**src/rtl/galvani_trig_router.sv**
```systemverilog
// rtl/galvani_trig_router.sv - stim trigger edge detect, NI pulse stretcher and per-frame capture
//
// Purpose:
//   Rising edges on the per-channel stim trigger levels are masked and merged
//   into one retriggerable, stretched pulse for the NI digital input. Every
//   rising edge (masked or not) is also accumulated into a sticky vector that
//   is snapshotted and cleared on each recorder frame sync.
//
// Optional feature:
//   GALVANI_TRIG_CNT_EN - when defined, a saturating 16-bit counter of masked
//   hit cycles per frame is reported on evt_cnt; otherwise evt_cnt is 16'h0000.
//
// Ports:
//   CLK          system clock
//   RST          asynchronous active-high reset
//   trig_in      per-channel trigger levels from the stim engine
//   cfg_wr       one-cycle strobe loading cfg_mask and cfg_stretch
//   cfg_mask     channel enable mask for the NI output and event count
//   cfg_stretch  NI pulse length in CLK cycles (0 disables the NI output)
//   frame_sync   one-cycle frame boundary pulse from the recorder
//   trig_ni      stretched merged trigger to NI
//   trig_frame   channels that rose during the last closed frame
//   frame_valid  one-cycle strobe: trig_frame / evt_cnt updated
//   evt_cnt      masked event cycles in the last closed frame

module galvani_trig_router #(
   parameter int                       NUM_CH          = 128,
   parameter int                       STRETCH_W       = 8,
   parameter logic [STRETCH_W-1:0]     DEFAULT_STRETCH = 8'd10
) (
   input  logic                 CLK,
   input  logic                 RST,
   input  logic [NUM_CH-1:0]    trig_in,
   input  logic                 cfg_wr,
   input  logic [NUM_CH-1:0]    cfg_mask,
   input  logic [STRETCH_W-1:0] cfg_stretch,
   input  logic                 frame_sync,
   output logic                 trig_ni,
   output logic [NUM_CH-1:0]    trig_frame,
   output logic                 frame_valid,
   output logic [15:0]          evt_cnt
);

   logic [NUM_CH-1:0]    trig_q;
   logic [NUM_CH-1:0]    mask;
   logic [NUM_CH-1:0]    sticky;
   logic [NUM_CH-1:0]    rise;
   logic [STRETCH_W-1:0] stretch;
   logic [STRETCH_W-1:0] cnt;
   logic [STRETCH_W-1:0] cnt_nxt;
   logic                 hit;

   // Falling edges are deliberately ignored.
   assign rise = trig_in & ~trig_q;
   assign hit  = |(rise & mask);

   // A hit always reloads, so a later hit extends (or, after a stretch change,
   // reshapes) the pulse. A cfg_wr alone never touches the running count.
   always_comb begin
      cnt_nxt = cnt;
      if (hit) begin
         cnt_nxt = stretch;
      end else if (cnt != '0) begin
         cnt_nxt = cnt - 1'b1;
      end
   end

   always_ff @(posedge CLK or posedge RST) begin
      if (RST) begin
         trig_q      <= '0;
         mask        <= '1;
         stretch     <= DEFAULT_STRETCH;
         cnt         <= '0;
         trig_ni     <= 1'b0;
         sticky      <= '0;
         trig_frame  <= '0;
         frame_valid <= 1'b0;
      end else begin
         trig_q  <= trig_in;
         cnt     <= cnt_nxt;
         // Registered from the next count so the pulse starts the cycle after
         // the edge and lasts exactly 'stretch' cycles.
         trig_ni <= (cnt_nxt != '0);

         // Edges coincident with frame_sync belong to the frame being closed.
         if (frame_sync) begin
            trig_frame  <= sticky | rise;
            sticky      <= '0;
            frame_valid <= 1'b1;
         end else begin
            sticky      <= sticky | rise;
            frame_valid <= 1'b0;
         end

         // Registered config: edges seen in the cfg_wr cycle use old values.
         if (cfg_wr) begin
            mask    <= cfg_mask;
            stretch <= cfg_stretch;
         end
      end
   end

`ifdef GALVANI_TRIG_CNT_EN
   logic [15:0] ev_acc;

   always_ff @(posedge CLK or posedge RST) begin
      if (RST) begin
         ev_acc  <= '0;
         evt_cnt <= '0;
      end else if (frame_sync) begin
         // The hit in the closing cycle is counted into the closing frame.
         if (hit && (ev_acc != 16'hFFFF)) begin
            evt_cnt <= ev_acc + 16'd1;
         end else begin
            evt_cnt <= ev_acc;
         end
         ev_acc <= '0;
      end else if (hit && (ev_acc != 16'hFFFF)) begin
         ev_acc <= ev_acc + 16'd1;
      end
   end
`else
   assign evt_cnt = 16'h0000;
`endif

endmodule

```
**config.mk**
```make
export PLATFORM = sky130hd
export DESIGN_NAME = galvani_trig_router
export DESIGN_NICKNAME = d
export VERILOG_FILES = /design/src/rtl/galvani_trig_router.sv
export SDC_FILE = /design/constraint.sdc
export NUM_CORES = 1
export LEC_CHECK = 0
export BUFFER_PORTS_ARGS = -buffer_cell sky130_fd_sc_hd__buf_2
export CORE_MARGIN = 2
export CORE_UTILIZATION = 30
export CTS_BUF_LIST = sky130_fd_sc_hd__clkbuf_4
export DETAILED_ROUTE_END_ITERATION = 16
export RECOVER_POWER = 50
export SLEW_MARGIN = 5
export SYNTH_ARGS = -nofsm -noshare
export SYNTH_HDL_FRONTEND = slang
export SYNTH_SLANG_ARGS = --single-unit
```
**constraint.sdc**
```tcl
create_clock -name CLK -period 20.5 [get_ports CLK]
set_input_delay 4.1 -clock CLK [delete_from_list [all_inputs] [get_ports CLK]]
set_output_delay 4.1 -clock CLK [all_outputs]
set_load 0.005 [all_outputs]
```
Yosys cells after proc, flatten, opt, wreduce, memory -nomap -nowiden
Cells that the tools add are included.
{ "op_classes": {"muxes": 4, "n_addsub": 1, "n_reduce_logical": 3, "bitwise": 4} }
{ "ops": {"columns": ["operator", "n"], "rows": [
  ["bitwise AND 128 bit", 2],
  ["two-way mux 128 bit", 1],
  ["inverter 128 bit", 1],
  ["OR 128 bit", 1],
  ["OR reduction 128 bit", 1],
  ["two-way mux 8 bit", 2],
  ["nonzero test 8 bit", 2],
  ["subtractor 8 x 1 -> 8 bit, second input constant", 1],
  ["two-way mux 1 bit", 1]
]} }
{ "totals": {"output_inout_bits": 146, "wordCells": 20, "reg_bits": 530, "in_bits": 268} }

Depth between registers and ports, before layout
Gate-level depths: netlist of the first run.
{ "depth": {"ltp_word": 6, "mapped_depth": 8, "depth_no_buf": 8} }

Worst setup path before layout of the first run
Ideal clock, no wire load.
{ "synth_path": {"path_type": "input-to-reg", "start": "input port trig_in[15]", "end": "register cnt[0]", "path_buffers": 0, "t_required_ns": 20.375, "t_arrival_ns": 6.198, "slack_ns": 14.177, "path_stages": 6, "setup_ns": 0.125, "cell_sequence": "nand3b_1 nand4_1 or4_1 or4_4 nor4_4 mux2_2"} }
{ "synth_between": {"elab_chain_len": 4} }
{ "synth_rtl": {"columns": ["item", "line_no", "source"], "rows": [
  ["start, declared", "33", "input logic [NUM_CH-1:0] trig_in,"],
  ["bitwise AND 128 bit", "54", "assign rise = trig_in & ~trig_q;"],
  ["bitwise AND 128 bit", "55", "assign hit = |(rise & mask);"],
  ["OR reduction 128 bit", "55", null],
  ["two-way mux 8 bit", "61", "if (hit) begin"],
  ["named net cnt_nxt[0]", "50", "logic [STRETCH_W-1:0] cnt_nxt;"],
  ["end signal, assigned", "80", "cnt <= cnt_nxt;"],
  ["end, declared", "49", "logic [STRETCH_W-1:0] cnt;"]
]} }
The timed path passes the listed nets, and every way through them passes these cells.
A chain may end at the register's enable or synchronous reset.

==> flow_metrics.py, run 1 <==
metrics = {
    "worst_setup_path": {
        "cp_max_fo": 123,
        "worst_path_max_delay_cell": "clkinvlp_2",
        "worst_r2r_path_depth": 6,
        "cp.required_ns": 21.46,
        "crit_path_max_incr_delay_ns": 2.82,
        "reg2reg_to": "cnt[3]$_DFF_PP0_",
        "startpoint": "RST",
        "cp-endpoint": "trig_q[46]$_DFF_PP0_",
        "cp_num_buf_inv": 6,
        "cpMostUsedCell": "buf_4",
        "rrSetupSlack_ns": 17.30,
        "cp_data_arrival_time_ns": 12.31,
        "critical-path-top-delay-family": "buffers and inverters",
        "cp-start-kind": "primary input",
        "critPathCaptureType": "asynchronous set/reset pin",
        "path_cells": "buf_2 -> clkinvlp_2 -> clkbuf_1 -> buf_4 -> buf_4 -> buf_4",
        "crit_type": "in -> async",
        "worst-path-stages": 6,
        "timing.rr.start": "trig_q[60]$_DFF_PP0_",
    },
    "floorplan": {
        "rows": 93,
        "io_pins": 414,
        "die_h_um": 259,
        "die_area_mm2": 0.06708,
        "core_area_mm2": 0.06435,
        "start_util_pct": 30.32,
        "die_x_um": 259,
    },
    "detailed_routing": {
        "wl_met1_mm": 22.93,
        "postRouteAntennaNets": 0,
        "initialDrtViolationCount": 669,
        "via_per_inst": 4.440,
        "dr.pass1.iters": 4,
        "wl_met2_mm": 24.97,
        "wl_met3_mm": 4.339,
        "drcViolationCount": 0,
        "routed_wl_mm": 53.84,
        "num_vias": 13621,
        "topRoutingLayerUsed": "met5",
        "avgRoutedWirePerCell_um": 17.55,
    },
    "cts": {
        "cts_hold_buf": 0,
        "clk_path_buf_depth": 3,
        "cts_setup_buffers": 0,
        "clock-sinks": 530,
        "cts-root-buf": "clkbuf_4",
        "htreeDepth": 4,
        "clk_latency_ns": 1.02,
        "cts_resized": 0,
        "path_clk_slew_ns": 0.05,
        "cts_tree": "built",
        "numCtsBuffers": 146,
    },
    "power": {
        "power_switching_mw": 0.6273,
        "power_leakage_nw": 11.17,
        "switching_share_pct": 25.91,
        "combPwrFrac_pct": 9.8,
        "ir_worst_vdd_v": 0.00006006,
        "pwr_density_cell_mw_per_mm2": 100.0,
        "p_int_mw": 1.794,
        "seq_power_share_pct": 49.3,
        "clock_power_share_pct": 40.9,
    },
    "synthesis": {
        "yosys-top-cells-count": "dfrtp_1 (400), nor2_1 (287), a21oi_1 (234)",
        "postSynthAreaPerCell_um2": 12.33,
        "yosysTopAreaCell": "dfrtp_1",
        "async_flop_share_pct": 100.0,
        "synth_edf_count": 0,
        "ys_ff_latch": 530,
        "synth.yosys.seq_area_share_pct": 68.82,
        "post-synth-top-count-cell": "dfrtp_1",
        "synth_ff_type": "dfrtp_1",
        "synth_area_leaders": "dfrtp_1 (51%), dfstp_2 (18%), mux2_2 (8.2%), a21oi_1 (6.0%), nor2_1 (5.5%)",
        "netlist_area_mm2": 0.01951,
        "synth_top_area_share_pct": 51.31,
        "ys_warn_count": 0,
        "synth.distinct_cells": 41,
        "syn_inst": 1582,
    },
    "placed_design": {
        "place_hpwl_mm": 38.59,
        "place_inst": 2784,
        "globalplace.congestion": 0.8099,
        "port_buffers": 397,
    },
    "layout": {
        "syn2layout_area_growth_pct": 24.07,
        "final_layout_size_suffix_gt1_share_pct": 36.38,
        "finish.net_count": 2347,
        "stdcell_count": 3068,
    },
    "sta": {
        "max_slew_margin_pct": -309.3,
        "worst_pin_slew_ns": 6.140,
        "slew_viol_final": 736,
        "fin_crit_sh_pct": 55.38,
        "layout_min_cycle_time_ns": 11.35,
        "max_freq_mhz": 88.09,
        "setup_violations": 0,
        "skew_ns": 0.08029,
        "rsz0062_at_grt": "no",
        "hold_violations": 0,
        "setup_tns_ns": 0,
    },
    "grt": {
        "track_usage_pct": 16.30,
        "grt-ovfl-total": 0,
        "grt_pass1_vias": 14286,
        "grt_pass1_wl_mm": 82.15,
        "antenna_found_initial": 29,
        "grt_start_max_net_pins": 144,
    },
    "hold_path": {
        "holdCritStartpoint": "sticky[46]$_DFF_PP0_",
        "holdCritPathClass": "reg -> reg",
    },
    "job": {
        "maxCapViolations": 8,
    },
    "run_status": {
        "outcome": "finished with violations",
        "violations": "max-capacitance violations, max-slew violations",
    },
}
## registers in the layout, summed over array words and instances (netlist names)
register,flops
mask,128
sticky,128
trig_frame,128
trig_q,128
cnt,8
stretch,8
frame_valid,1
trig_ni,1
## metrics by stage
| stage | instance area, µm² | utilization, % | hold slack, ns | power (mW) | worst slack, ns |
|---|---|---|---|---|---|
| finish | 24200 | 37.61 | 0.4749 | 2.421 | 9.148 |
| global route | 24190 | 37.59 | 0.4919 | 2.566 | 7.510 |
| CTS | 24350 | 37.84 | 0.4813 | 2.469 | 13.51 |
| detailed placement | 22380 | 34.78 | 0.4665 | 1.454 | 12.40 |
| global placement | 22380 | 34.78 | 0.4598 | 1.443 | 12.57 |
| floorplan | 19560 | - | 0.4494 | 1.335 | 1.805 |
## cell families after synthesis
| group | after synthesis | share of synthesized area, % |
|---|---|---|
| other | 1 | 0.01922 |
| xor gates and xnor gates | 5 | 0.2245 |
| muxes | 145 | 8.357 |
| buffers and inverters | 184 | 3.848 |
| DFF | 530 | 68.82 |
| and+or+nand+nor | 440 | 11.07 |
| AOI/OAI and AO/OA | 275 | 7.530 |
| adders and majority gates | 2 | 0.1283 |
## layer usage
layer	vias up	GRT usage [%]
li1	6416	-
met1	6629	20.06
met2	429	25.19
met3	125	6.493
met4	22	7.370
met5	-	0
## worst min-delay path by stage
stage / cells past startpoint / end / slack, ns
6_report: 2 / sticky[46]$_DFF_PP0_ / 0.47
3_5_place_dp: 2 / sticky[101]$_DFF_PP0_ / 0.47
2_1_floorplan: 2 / sticky[0]$_DFF_PP0_ / 0.45
5_1_grt: 2 / sticky[65]$_DFF_PP0_ / 0.49
4_1_cts: 2 / sticky[44]$_DFF_PP0_ / 0.48
3_3_place_gp: 2 / sticky[46]$_DFF_PP0_ / 0.46
## layout make-up
class                   count  area [µm²]
fillers                  6439       40150
flip-flops and latches    530       13430
multi-input cells         883        5388
repair buffers            407        1896
clock buffers             223        1674
well taps                 855        1070
inverters                 109       410.4
clock inverters            44       296.5
diodes                     17       42.54
## power groups by stage
| stage | sequential, mW | combinational, mW | clock, mW |
|---|---|---|---|
| 5_1_grt | 1.20 | 0.269 | 1.09 |
| 4_1_cts | 1.19 | 0.244 | 1.03 |
| 6_report | 1.19 | 0.238 | 0.989 |
| 3_3_place_gp | 1.21 | 0.236 | 0 |
| 3_5_place_dp | 1.21 | 0.243 | 0 |
| 2_1_floorplan | 1.20 | 0.130 | 0 |
## worst reg2reg max path: cells and delay by family, from the launching register on
kind / cells / cell delay, ns
AND/OR/NAND/NOR: 5 / 2.29
multiplexers: 1 / 0.42
flip-flops: 1 / 0.34
## layout by cell type, fill, tap and decap left out, types with 8 or more instances in the layout
master,instances
mux2_2,142
clkinv_1,27
nor2b_1,24
and3b_1,19
nand3b_1,52
dfstp_2,130
nand2_1,8
nand4_1,14
clkbuf_4,223
dfrtp_1,400
a21oi_1,234
conb_1,16
buf_2,279
nor2_1,287
inv_1,108
diode_2,17
clkbuf_1,123
nand3_1,9
a31oi_1,20
Note: power is estimated with default switching activity, not from simulation.
==> inputs of run 2 (changes only) <==
- clock period: 20.5 -> 11.7 ns (I/O delays scaled with it)
==> run 2 against run 1 <==
  * Routed wire length increased by 0.11%
  * Cell count about the same
  * Core utilization increased by 0.11 points
  * The flow still finishes with violations (max-capacitance violations, max-slew violations)
  * Register-to-register slack got worse by 8.7 ns
  * Critical path depth decreased by 3
  * Clock skew decreased by 0.040 ns
  * Global-route usage decreased by 0.13 points
  * Die area unchanged
  * Non-clock buffer count unchanged
  * Design area increased by 0.28%
  * First-iteration DRC count increased by 2.2%
  * Sequential share of layout area decreased by 0.16 points
  * Largest power group unchanged
==> flow_metrics.py, run 2 (synthesis results as in run 1) <==
metrics = {
    "run_status": {
        "outcome": "finished with violations",
        "violations": "max-capacitance violations, max-slew violations",
    },
    "grt": {
        "track_usage_pct": 16.17,
        "grt_pass1_vias": 14179,
        "grt_start_max_net_pins": 169,
        "grt-ovfl-total": 0,
        "grt_pass1_wl_mm": 81.56,
        "antenna_found_initial": 21,
    },
    "worst_setup_path": {
        "cp.required_ns": 12.51,
        "critPathCaptureType": "register",
        "cp-start-kind": "primary input",
        "cp_num_buf_inv": 2,
        "cp_data_arrival_time_ns": 7.45,
        "crit_type": "in -> reg",
        "path_cells": "clkbuf_1 -> buf_4 -> mux2_2",
        "crit_path_max_incr_delay_ns": 3.40,
        "worst_path_max_delay_cell": "clkbuf_1",
        "critical-path-top-delay-family": "buffers and inverters",
        "cp_max_fo": 76,
    },
    "floorplan": {
        "core_area_mm2": 0.06435,
        "start_util_pct": 30.32,
        "die_h_um": 259,
        "die_area_mm2": 0.06708,
        "die_x_um": 259,
        "rows": 93,
        "io_pins": 414,
    },
    "layout": {
        "finish.net_count": 2349,
        "final_cell_area_mm2": 0.02427,
        "finalCoreUtilization_pct": 37.72,
        "final_layout_size_suffix_gt1_share_pct": 37.13,
        "final_cell_mix": "dfrtp_1 (400), nor2_1 (287), buf_2 (281)",
        "fillCellCount": 6418,
        "multi_input_area_mm2": 0.005388,
        "layout_commonest_cell": "dfrtp_1",
        "syn2layout_area_growth_pct": 24.42,
        "register_area_mm2": 0.01343,
    },
    "cts": {
        "path_clk_slew_ns": 0.06,
        "numCtsBuffers": 148,
        "cts_tree": "built",
        "clock-sinks": 530,
        "cts_resized": 0,
        "cts_setup_buffers": 0,
        "htreeDepth": 4,
        "cts-root-buf": "clkbuf_4",
        "clk_path_buf_depth": 3,
        "cts_hold_buf": 0,
        "clk_latency_ns": 0.96,
    },
    "power": {
        "seq_power_share_pct": 49.0,
        "pwr_density_cell_mw_per_mm2": 176.0,
        "switching_share_pct": 26.04,
        "power_switching_mw": 1.112,
        "finalPower_mw": 4.271,
        "combPwrFrac_pct": 9.7,
        "p_int_mw": 3.159,
        "power_leakage_nw": 11.23,
        "clock_power_share_pct": 41.4,
        "ir_worst_vdd_v": 0.00009639,
    },
    "detailed_routing": {
        "dr.pass1.iters": 5,
        "routed_wl_mm": 53.90,
        "initialDrtViolationCount": 684,
        "postRouteAntennaNets": 0,
        "num_vias": 13612,
        "drcViolationCount": 0,
        "via_per_inst": 4.435,
        "avgRoutedWirePerCell_um": 17.56,
    },
    "placed_design": {
        "placed_cell_area_mm2": 0.02239,
        "port_buffers": 397,
        "place_hpwl_mm": 38.52,
        "globalplace.congestion": 0.8291,
    },
    "sta": {
        "max_slew_margin_pct": -237.4,
        "rsz0062_at_grt": "no",
        "skew_ns": 0.03982,
        "fin_crit_sh_pct": 56.70,
        "setup_tns_ns": 0,
        "setup_violations": 0,
        "hold_ws_ns": 0.4743,
        "slew_viol_final": 217,
        "hold_violations": 0,
        "worst_pin_slew_ns": 5.060,
        "max_freq_mhz": 150.7,
        "layout_min_cycle_time_ns": 6.634,
    },
    "hold_path": {
        "holdCritPathClass": "reg -> reg",
    },
    "job": {
        "maxCapViolations": 3,
    },
}
## run 2: cell types whose count changed in the layout (fill, tap and decap cells not counted), sizes merged, moves of 2 or more
cell      change
buf           +6
clkinvlp      +2
diode         -6
clkbuf        +7
clkinv        -9
inv           +2
## run 2: final timing paths
check                                             end  depth (start not counted)            startpoint  slack [ns]
min                              sticky[35]$_DFF_PP0_                          2  sticky[35]$_DFF_PP0_        0.47
min in group asynchronous  trig_frame[63]$_DFFE_PP0P_                          2                   RST        1.62
max reg2reg                          cnt[3]$_DFF_PP0_                          6  trig_q[15]$_DFF_PP0_        8.58
min reg2reg                      sticky[35]$_DFF_PP0_                          2  sticky[35]$_DFF_PP0_        0.47
max                            stretch[2]$_DFFE_PP0P_                          3                cfg_wr        5.07
max in group asynchronous         trig_q[7]$_DFF_PP0_                          4                   RST        5.49
## run 2: per-layer routing
| layer | GRT usage (%) | vias up | part of all wire, % | wire (µm) |
|---|---|---|---|---|
| met3 | 6.786 | 124 | 8.4 | 4526 |
| met2 | 24.77 | 438 | 46 | 24810 |
| li1 | - | 6411 | - | - |
| met5 | 0 | - | 0.15 | 82 |
| met1 | 19.98 | 6623 | 43 | 22930 |
| met4 | 7.017 | 16 | 2.9 | 1540 |
## run 2: worst register-to-register path, stage by stage (launching register included)
cell and delay [ns]:
dfrtp_1 0.34, nand3b_1 0.23, nand4_1 0.22, or4_1 0.57, or4_4 0.57, nor4_4 0.66
mux2_2 0.42
## run 2: per-stage QoR
step	std cells	worst slack [ns]
after global routing	3065	4.818
after floorplan	1597	2.262
after detailed placement	2784	6.439
after CTS	3058	7.538
after global placement	2784	6.492
final	3069	5.066
## run 2: area by class of cell
| cell class | count | area share, % |
|---|---|---|
| flip-flops and latches | 530 | 55.32 |
| multi-input cells | 883 | 22.20 |
| repair buffers | 407 | 7.965 |
| clock buffers | 236 | 7.300 |
| well taps | 855 | 4.408 |
| inverters | 109 | 1.691 |
| clock inverters | 38 | 1.010 |
| diodes | 11 | 0.1134 |
## run 2: power groups by stage
stage | combinational, mW | clock, mW | sequential, mW
2_1_floorplan | 0.229 | 0 | 2.11
3_3_place_gp | 0.414 | 0 | 2.12
3_5_place_dp | 0.426 | 0 | 2.12
4_1_cts | 0.427 | 1.85 | 2.09
5_1_grt | 0.464 | 1.95 | 2.11
6_report | 0.413 | 1.77 | 2.09
==> inputs of run 3 (changes only) <==
- clock period: 11.7 -> 6.5 ns (I/O delays scaled with it)
==> run 3 against run 2 <==
  * Largest power group unchanged
  * Combinational power up 80%
  * Cell count down 0.23%
  * First-iteration DRC count up 6.7%
  * The run still ends with max-capacitance violations, max-slew violations left
  * Via count up 0.37%
  * Clock power up 81%
==> flow_metrics.py, run 3 (synthesis results as in run 1) <==
metrics = {
    "grt": {
        "busiest_layer": "met2",
        "use_met2_pct": 25.59,
        "met3_usage_pct": 6.298,
        "antenna_found_initial": 19,
        "grt-ovfl-total": 0,
        "grt_pass1_wl_mm": 82.70,
        "grt_use_met1_pct": 20.16,
        "grt_start_max_net_pins": 158,
        "track_usage_pct": 16.39,
        "grt_pass1_vias": 14476,
    },
    "floorplan": {
        "die_x_um": 259,
        "start_util_pct": 30.32,
        "die_h_um": 259,
        "core_area_mm2": 0.06435,
        "io_pins": 414,
        "die_area_mm2": 0.06708,
        "rows": 93,
    },
    "detailed_routing": {
        "via_per_inst": 4.462,
        "routed_wl_mm": 54.20,
        "avgRoutedWirePerCell_um": 17.70,
        "initialDrtViolationCount": 730,
        "postRouteAntennaNets": 0,
        "num_vias": 13662,
        "drcViolationCount": 0,
        "dr.pass1.iters": 5,
    },
    "layout": {
        "syn2layout_area_growth_pct": 24.44,
        "final_cell_area_mm2": 0.02428,
        "layout_commonest_cell": "dfrtp_1",
        "finish.net_count": 2345,
        "stdcell_count": 3062,
        "final_cell_mix": "dfrtp_1 (400), nor2_1 (287), buf_2 (284)",
        "final_layout_size_suffix_gt1_share_pct": 36.98,
    },
    "placed_design": {
        "place_hpwl_mm": 38.65,
        "port_buffers": 397,
        "placed_cell_area_mm2": 0.02242,
        "globalplace.congestion": 0.8168,
        "place_inst": 2783,
        "place_ws_ns": 2.254,
    },
    "worst_setup_path": {
        "critPathCaptureType": "asynchronous set/reset pin",
        "crit_type": "in -> async",
        "worst_path_max_delay_cell": "clkbuf_2",
        "cp.required_ns": 6.95,
        "cp_data_arrival_time_ns": 4.50,
        "rrSetupSlack_ns": 3.31,
        "cp-start-kind": "primary input",
        "crit_path_max_incr_delay_ns": 1.92,
        "path_cells": "buf_2 -> clkinvlp_2 -> clkbuf_2",
        "cp_max_fo": 105,
    },
    "sta": {
        "max_slew_margin_pct": -108.9,
        "slew_viol_final": 327,
        "layout_min_cycle_time_ns": 4.058,
        "setup_tns_ns": 0,
        "hold_violations": 0,
        "max_freq_mhz": 246.4,
        "worst_pin_slew_ns": 3.134,
        "rsz0062_at_grt": "no",
        "setup_violations": 0,
        "fin_ws_ns": 2.442,
        "skew_ns": 0.04505,
        "fin_crit_sh_pct": 62.43,
    },
    "cts": {
        "cts_tree": "built",
        "cts_hold_buf": 0,
        "cts-root-buf": "clkbuf_4",
        "clk_latency_ns": 0.94,
        "htreeDepth": 4,
        "numCtsBuffers": 145,
        "path_clk_slew_ns": 0.07,
        "clock-sinks": 530,
        "cts_resized": 0,
        "cts_setup_buffers": 0,
        "clk_path_buf_depth": 3,
    },
    "run_status": {
        "violations": "max-capacitance violations, max-slew violations",
        "outcome": "finished with violations",
    },
    "power": {
        "ir_worst_vdd_v": 0.0001642,
        "power_leakage_nw": 11.25,
        "finalPower_mw": 7.709,
        "pwr_density_cell_mw_per_mm2": 317.5,
    },
    "hold_path": {
        "holdCritPathClass": "in -> reg",
    },
    "job": {
        "maxCapViolations": 4,
    },
}
-- run 3: cell count changes in the layout (fill, tap and decap cells not counted), moves of 3 or more --
cell	delta
clkbuf_4	-7
buf_4	-4
clkbuf_1	-4
clkinvlp_4	-4
buf_2	+3
bufinv_16	+3
clkinv_4	-3
diode_2	+3
-- run 3: path summary, 6_finish.rpt --
path | end | depth (start not counted) | from
hold / removal | trig_q[109]$_DFF_PP0_ | 1 | trig_in[109]
setup reg to reg | cnt[4]$_DFF_PP0_ | 6 | trig_q[15]$_DFF_PP0_
max in group CLK | trig_frame[73]$_DFFE_PP0P_ | 4 | frame_sync
hold reg to reg | sticky[61]$_DFF_PP0_ | 2 | sticky[61]$_DFF_PP0_
setup / recovery | sticky[56]$_DFF_PP0_ | 3 | RST
min in group asynchronous | trig_q[19]$_DFF_PP0_ | 2 | RST
-- run 3: metal layers --
layer,wire (µm),up-vias
met2,25250,437
met4,1631,16
met3,4319,129
met1,22900,6688
met5,94,-
li1,-,6392
-- run 3: power by group --
| part | leakage (nW) | internal [mW] | total [mW] | switching, mW |
|---|---|---|---|---|
| clock network | 1.19 | 1.80 | 3.20 | 1.41 |
| logic | 3.87 | 0.316 | 0.742 | 0.426 |
| registers | 6.19 | 3.63 | 3.76 | 0.131 |
| total | 11.2 | 5.74 | 7.71 | 1.96 |
-- run 3: worst max-delay path, delay by kind of cell --
family | cells | cell delay, ns
buffers and inverters | 3 | 3.01
-- run 3: per-stage QoR --
step	hold WS, ns	utilization (%)
floorplan	0.4494	-
global placement	0.4604	34.84
detailed placement	0.4660	34.84
CTS	0.3046	37.94
global route	0.3370	37.71
finish	0.4660	37.73
-- run 3: area by class of cell --
class                   count  area (µm²)
repair buffers            406        1949
fillers                  6383       40070
diodes                     14       35.03
inverters                 109       410.4
clock inverters            36       279.0
multi-input cells         883        5388
well taps                 855        1070
flip-flops and latches    530       13430
clock buffers             229        1719
